[config.mk]
export PLATFORM = sky130hd
export DESIGN_NAME = dac_sample_feeder
export DESIGN_NICKNAME = d
export VERILOG_FILES = /design/src/rtl/dac_sample_feeder.sv
export SDC_FILE = /design/constraint.sdc
export NUM_CORES = 1
export LEC_CHECK = 0
export BUFFER_PORTS_ARGS = -buffer_cell sky130_fd_sc_hd__clkbuf_2
export CORE_MARGIN = 2
export CORE_UTILIZATION = 45
export CTS_CLUSTER_SIZE = 12
export DETAILED_ROUTE_END_ITERATION = 7
export SLEW_MARGIN = 20
export SYNTH_ARGS = -nofsm -noshare
export SYNTH_HDL_FRONTEND = slang
export SYNTH_SLANG_ARGS = --single-unit
[constraint.sdc]
create_clock -name clk -period 3.6 [get_ports clk]
set_clock_uncertainty 0.05 [all_clocks]
set_input_delay 0.36 -clock clk [delete_from_list [all_inputs] [get_ports clk]]
set_output_delay 0.36 -clock clk [all_outputs]
set_load 0.02 [all_outputs]
[src/rtl/dac_sample_feeder.sv]
// FIFO-buffered code source for the R2R+PWM DAC driver, with start-up priming and underflow handling.
// Optional saturating underflow counter on port uflow_cnt when FEEDER_UFLOW_CNT_EN is defined.
module dac_sample_feeder #(
    parameter int R2R_BITS    = 4,
    parameter int PWM_BITS    = 12,
    parameter int AW          = 4,
    parameter int START_LEVEL = 4
) (
    input  logic                         clk,
    input  logic                         rst,
    input  logic                         flush,
    input  logic                         s_valid,
    output logic                         s_ready,
    input  logic [R2R_BITS+PWM_BITS-1:0] s_data,
    input  logic                         val_req,
    output logic [R2R_BITS+PWM_BITS-1:0] dac_val,
    output logic                         underflow,
    output logic [AW:0]                  level,
    output logic [1:0]                   state
`ifdef FEEDER_UFLOW_CNT_EN
    ,
    output logic [15:0]                  uflow_cnt
`endif
);

    localparam int W = R2R_BITS + PWM_BITS;
    localparam int D = 2 ** AW;
    localparam logic [AW:0] START_LVL = (AW+1)'(START_LEVEL);

    typedef enum logic [1:0] {
        IDLE    = 2'd0,
        RUN     = 2'd1,
        STARVED = 2'd2
    } state_t;

    state_t        state_q, state_d;
    logic [W-1:0]  mem [D];
    logic [AW-1:0] wr_ptr, rd_ptr;
    logic          full, wr_en, pop, uflow_d;

    // level[AW] is only set when the FIFO holds exactly D entries.
    assign full    = level[AW];
    assign s_ready = !full;
    assign wr_en   = s_valid && s_ready && !flush;
    assign state   = state_q;

    always_comb begin
        // NOTE: every output of this block gets a default first, so no path leaves one unassigned and infers a latch.
        state_d = state_q;
        pop     = 1'b0;
        uflow_d = 1'b0;
        if (val_req && !flush) begin
            unique case (state_q)
                IDLE: begin
                    if (level >= START_LVL) begin
                        pop     = 1'b1;
                        state_d = RUN;
                    end
                end
                RUN: begin
                    if (level != '0) begin
                        pop = 1'b1;
                    end else begin
                        uflow_d = 1'b1;
                        state_d = STARVED;
                    end
                end
                STARVED: begin
                    if (level >= START_LVL) begin
                        pop     = 1'b1;
                        state_d = RUN;
                    end else begin
                        uflow_d = 1'b1;
                    end
                end
                default: state_d = IDLE;
            endcase
        end
    end

    // NOTE: sequential state uses non-blocking assignments so every flop samples pre-edge values.
    always_ff @(posedge clk or posedge rst) begin
        if (rst) begin
            state_q   <= IDLE;
            dac_val   <= '0;
            underflow <= 1'b0;
            wr_ptr    <= '0;
            rd_ptr    <= '0;
            level     <= '0;
        end else if (flush) begin
            state_q   <= IDLE;
            dac_val   <= '0;
            underflow <= 1'b0;
            wr_ptr    <= '0;
            rd_ptr    <= '0;
            level     <= '0;
        end else begin
            state_q   <= state_d;
            underflow <= uflow_d;
            if (pop) begin
                dac_val <= mem[rd_ptr];
                rd_ptr  <= rd_ptr + 1'b1;
            end
            if (wr_en) begin
                wr_ptr <= wr_ptr + 1'b1;
            end
            case ({wr_en, pop})
                2'b10:   level <= level + 1'b1;
                2'b01:   level <= level - 1'b1;
                default: level <= level;
            endcase
        end
    end

    // NOTE: the storage array has no reset; occupancy and pointers alone decide which entries are valid.
    always_ff @(posedge clk) begin
        if (wr_en) begin
            mem[wr_ptr] <= s_data;
        end
    end

`ifdef FEEDER_UFLOW_CNT_EN
    always_ff @(posedge clk or posedge rst) begin
        if (rst) begin
            uflow_cnt <= '0;
        end else if (flush) begin
            uflow_cnt <= '0;
        end else if (uflow_d && uflow_cnt != 16'hFFFF) begin
            uflow_cnt <= uflow_cnt + 1'b1;
        end
    end
`endif

endmodule

==> impl_metrics.yaml, run 1 <==
synth:
  synthMuxAreaShare_pct: 16.1
  synth_compound_area_share_pct: 2.37
  syn_inst: 561
  async_flop_share_pct: 11.1
  synth_cell_type_count: 47
  ys.flop_type: "edfxtp_1"
  synth_adder_area_share_pct: 1.21
  syn_area_mm2: 0.0114
  ys_seq_elements: 288
  yosys_warnings: 0
  synth-xor-area-share_pct: 0.614
  synth_top_family_by_area: "multiplexers"
  synthSimpleGateAreaFrac_pct: 3.96
  synth_nets: 593
  synth_edf_count: 256
  ys_seq_area_share_pct: 74.4
  syn_area_per_cell_um2: 20.3
sta:
  setup_viol: 0
  tightest_slew_ps: 1050
  grt_setup_unrepaired: "no"
  maxSlewHeadroom_pct: 30.1
  drv_slew: 0
  setup-tns-final_ps: 0
  fin_crit_sh_pct: 87.3
  finalHoldViolations: 0
  fmax_mhz: 318
  min_period_ps: 3140
place:
  io_buffers: 45
  place.gp.congestion: 0.798
  hpwl_mm: 13.7
  dpl_cell_area_mm2: 0.0122
setup_path:
  cp_slowest_stage_delay_ps: 470
  crit_required_ps: 3970
  worst_path_max_delay_cell: "a2111oi_4"
  end_kind: "flop"
  crit_chain: "ha_1, or3b_4, a2111oi_4, ha_1, nor4_1, o22ai_1, a2111oi_0, a2111oi_0"
  cp-start-kind: "flop"
  critPathMaxFanout: 5
  cp_top_family: "compound AO/OA/AOI/OAI gates"
  crit_buf_inv: 0
  crit_type: "flop to flop"
  critPathArrivalTime_ps: 3510
routing:
  drt-pass1-iter-count: 5
  routed_via_density: 5.67
  drc_errors: 0
  vias: 5645
  drt_iter0_drc: 605
  wl_mm: 24.3
  avgRoutedWirePerCell_um: 24.4
  ant_nets: 0
global_route:
  grt_pass1_vias: 5971
  antenna_found_initial: 1
  grt_pass1_wl_mm: 36.7
  grt_usage_pct: 19.0
  overflow: 0
  grt_max_degree: 44
clock_tree:
  htree_levels: 1
  path_clk_slew_ps: 60
  clk_latency_ps: 550
  cts_made_buffers: 29
  cts.path.max_buffers: 3
  cts_tree: "done"
  post-cts-setup-buffers: 0
  cts_root_buffer: "clkbuf_16"
  cts.sinks: 288
power:
  p_leak_uw: 0.00430
  powerDensity_mw_per_mm2: 548
  peakVddDrop_v: 0.000317
final_layout:
  ff_latch_area_mm2: 0.00849
  area_delta_synth_final_pct: 15.2
  stdcell_area_mm2: 0.0132
  multi_input_area_mm2: 0.00280
  nets: 675
  diodes: 0
  num-fill-cells: 1951
  drive_gt1_share_pct: 33.5
floorplanning:
  dieHeight_um: 163
  num_rows: 58
  ios: 46
  dieWidth_um: 163
  start_util_pct: 45.6
  core_mm2: 0.0250
  die_area_mm2: 0.0267
status:
  status: "complete, no violations"
run:
  drv_cap: 0
min_path:
  hold_class: "input port to flop"
-- cells in the mapped netlist (all sizes together), types with 8 or more instances --
cell type,number,area share [%]
o21ai,20,0.94
nand2,45,1.5
clkbuf,14,0.46
mux4,80,16
buf,13,0.69
ha,11,1.2
nor2,30,0.99
inv,8,0.26
edfxtp,256,67
dfrtp,32,7.0
-- path summary, 6_finish.rpt --
path	slack, ps	to	depth (start not counted)	from
min	30	state[0]	2	val_req
max in group asynchronous	2520	rd_ptr[0]	4	rst
min reg2reg	470	dac_val[2]	2	dac_val[2]
min in group asynchronous	330	state[0]	3	rst
max	460	level[3]	8	state[0]
max reg2reg	460	level[3]	8	state[0]
-- where the power goes --
| group | internal (uW) | switching, uW |
|---|---|---|
| clock network | 1670 | 1180 |
| logic | 287 | 300 |
| registers | 3700 | 81.4 |
-- layout by cell type (no fill, tap or decap), types with 2 or more instances in the layout --
| cell type | n |
|---|---|
| clkbuf_16 | 29 |
| buf_12 | 3 |
| xnor2_1 | 4 |
| or3_1 | 3 |
| a2111oi_0 | 2 |
| nor3_2 | 2 |
| o21ai_1 | 17 |
| o211ai_1 | 2 |
| clkbuf_2 | 45 |
| buf_4 | 29 |
| nand2_1 | 45 |
| nand4_1 | 2 |
| clkbuf_1 | 15 |
| inv_1 | 8 |
| mux2i_1 | 2 |
| mux4_2 | 80 |
| dfrtp_1 | 30 |
| o21ai_2 | 2 |
| ha_1 | 11 |
| nand3_1 | 4 |
| nor2_1 | 14 |
| nor2_2 | 16 |
| nor2b_1 | 3 |
| nor4_1 | 2 |
| xor2_1 | 4 |
| clkbuf_8 | 5 |
| a21oi_1 | 2 |
| edfxtp_1 | 256 |
-- cell families (layout without fill, tap and decap cells) --
logic type	Yosys count	in the layout
flops	288	288
simple gates	99	99
mux	83	83
compound gates	37	37
buf+inv	35	139
fa+ha+maj	11	11
xor+xnor	8	8
-- metal layers --
layer	vias up	share of wire [%]	global-route usage (%)
met2	179	49	31.3
met3	47	4.9	2.54
met1	2985	44	26.6
met4	2	2.7	6.32
met5	-	0.054	0
li1	2432	-	-
-- registers in the layout, indices dropped and copies added, names as in the netlist --
signal,cells
level,5
dac_val,16
wr_ptr,4
mem,256
underflow,1
rd_ptr,4
state,2
-- final cells by class --
class	count	area share (%)
flip-flops and latches	288	64.6
multi-input cells	238	21.3
clock buffers	49	6.47
repair buffers	78	3.90
well taps	330	3.14
clock inverters	4	0.362
inverters	8	0.228
-- stage by stage --
step	setup slack, ps	hold slack, ps	total power [uW]	utilization (%)	instances
floorplan	826	388	4250	-	561
global placement	662	367	4430	48.9	941
detailed placement	484	375	4450	48.9	941
CTS	503	0.0216	7280	52.5	995
global route	210	49.1	7450	52.5	995
finish	457	26.4	7210	52.5	995
-- what timing repair did --
action,in CTS,in global routing
hold buffers,1,0
gates resized for setup,0,0
hold endpoints to repair,12,0
Note: power is estimated with default switching activity, not from simulation.
==> run 2: changes to the inputs <==
Settings changed: ABC_CLOCK_PERIOD_IN_PS from default to 3600, REMOVE_ABC_BUFFERS from default to 1.
==> run 2 against run 1 <==
  * Sequential power is essentially flat
  * Critical path depth is the same
  * Combinational power is essentially flat
  * Final area grew 0.28%
  * Highest routed layer is now met4
  * Core utilization grew 0.15 points
  * Global-route usage shrank 0.35 points
  * First-iteration DRC count shrank 6.9%
  * Register-to-register slack gained 120 ps
  * Clock-buffer cell count grew 2
  * Flip-flop and latch count is the same
  * Wire length shrank 0.70%
==> impl_metrics.yaml, run 2 (synthesized netlist as in run 1, its figures left out) <==
status:
  status: "complete, no violations"
routing:
  routed_via_density: 5.67
  avgRoutedWirePerCell_um: 24.2
  wl_mm: 24.1
  drt_iter0_drc: 563
  ant_nets: 0
  vias: 5644
  drt-pass1-iter-count: 5
  drc_errors: 0
sta:
  tightest_slew_ps: 869
  maxSlewHeadroom_pct: 42.1
  grt_setup_unrepaired: "no"
  hold_ws_ps: 57.9
  setup_viol: 0
  setup_slack_ps: 580
  drv_slew: 0
  min_period_ps: 3020
  fmax_mhz: 331
  fin_crit_sh_pct: 83.9
  finalHoldViolations: 0
floorplanning:
  dieWidth_um: 163
  die_area_mm2: 0.0267
  num_rows: 58
  ios: 46
  core_mm2: 0.0250
  dieHeight_um: 163
  start_util_pct: 45.6
global_route:
  grt_pass1_wl_mm: 36.4
  grt_pass1_vias: 5803
  antenna_found_initial: 0
  overflow: 0
  grt_usage_pct: 18.7
  grt_max_degree: 32
power:
  peakVddDrop_v: 0.000340
  p_total_uw: 7330
  powerDensity_mw_per_mm2: 556
  p_leak_uw: 0.00432
place:
  io_buffers: 45
  hpwl_mm: 14.4
  place.gp.congestion: 0.822
  pre_cts_ws_ps: 636
min_path:
  hold_class: "input port to flop"
clock_tree:
  post-cts-setup-buffers: 0
  cts_resized: 0
  cts_root_buffer: "clkbuf_16"
  htree_levels: 1
  clk_latency_ps: 540
  path_clk_slew_ps: 60
  cts_made_buffers: 30
  cts.path.max_buffers: 3
  cts.sinks: 288
  cts_tree: "done"
  cts_hold_buf: 1
setup_path:
  cp-start-kind: "flop"
  reg2reg_setup_slack_ps: 580
  crit_type: "flop to flop"
  crit_required_ps: 3940
  end_kind: "flop"
  critPathArrivalTime_ps: 3360
  critPathMaxFanout: 5
final_layout:
  final_common_cell: "edfxtp_1"
  nets: 674
  most-common-layout-cells: "edfxtp_1, mux4_2, nand2_1, clkbuf_2, clkbuf_16"
  largest_reg_flops: 256
  top_register: "mem"
  diodes: 0
  top_regs: "mem: 256 flops, dac_val: 16 flops, level: 5 flops"
  fin_util_pct: 52.7
  area_delta_synth_final_pct: 15.5
  drive_gt1_share_pct: 33.6
  num-fill-cells: 1931
run:
  drv_cap: 0
[run 2: per-layer routing]
layer	GRT usage, %	vias up	routed length [um]
li1	-	2434	-
met1	26.2	3008	10300
met2	31.5	172	12200
met3	2.95	30	1360
met4	3.58	0	309
met5	0	-	0
[run 2: worst paths after layout]
| path | from | end | cells past startpoint |
|---|---|---|---|
| min in group asynchronous | rst | dac_val[4] | 3 |
| max in group asynchronous | rst | rd_ptr[0] | 4 |
| setup / recovery | state[1] | level[3] | 8 |
| hold reg to reg | dac_val[9] | dac_val[9] | 2 |
| hold / removal | val_req | state[0] | 2 |
| setup reg to reg | state[1] | level[3] | 8 |
[run 2: worst max-delay path: stages, from the launching register on]
cell	delay [ps]
dfrtp_1	440
ha_1	220
or3b_4	410
a2111oi_4	460
ha_1	390
nor4_1	210
o22ai_1	120
a2111oi_0	430
a2111oi_0	150
[run 2: cell type report]
| type | instances | area [um2] | share of cell area (%) |
|---|---|---|---|
| Sequential cell | 288 | 8490 | 64.4 |
| Clock buffer | 51 | 911 | 6.91 |
| Multi-Input combinational cell | 238 | 2800 | 21.3 |
| Inverter | 8 | 30.0 | 0.228 |
| Timing Repair Buffer | 76 | 485 | 3.68 |
| Clock inverter | 5 | 50.0 | 0.380 |
| Tap cell | 330 | 413 | 3.13 |
[run 2: power by group]
| group | internal [uW] | switching [uW] |
|---|---|---|
| registers | 3700 | 77.3 |
| clock network | 1780 | 1190 |
| logic | 285 | 305 |
| total | 5760 | 1570 |
[run 2: per-stage QoR]
| stage | setup TNS (ps) | cell area, um2 | instances |
|---|---|---|---|
| global route | 0 | 13200 | 996 |
| CTS | 0 | 13200 | 996 |
| global placement | 0 | 12200 | 939 |
| floorplan | -7380 | 11300 | 534 |
| detailed placement | 0 | 12200 | 939 |
| finish | 0 | 13200 | 996 |
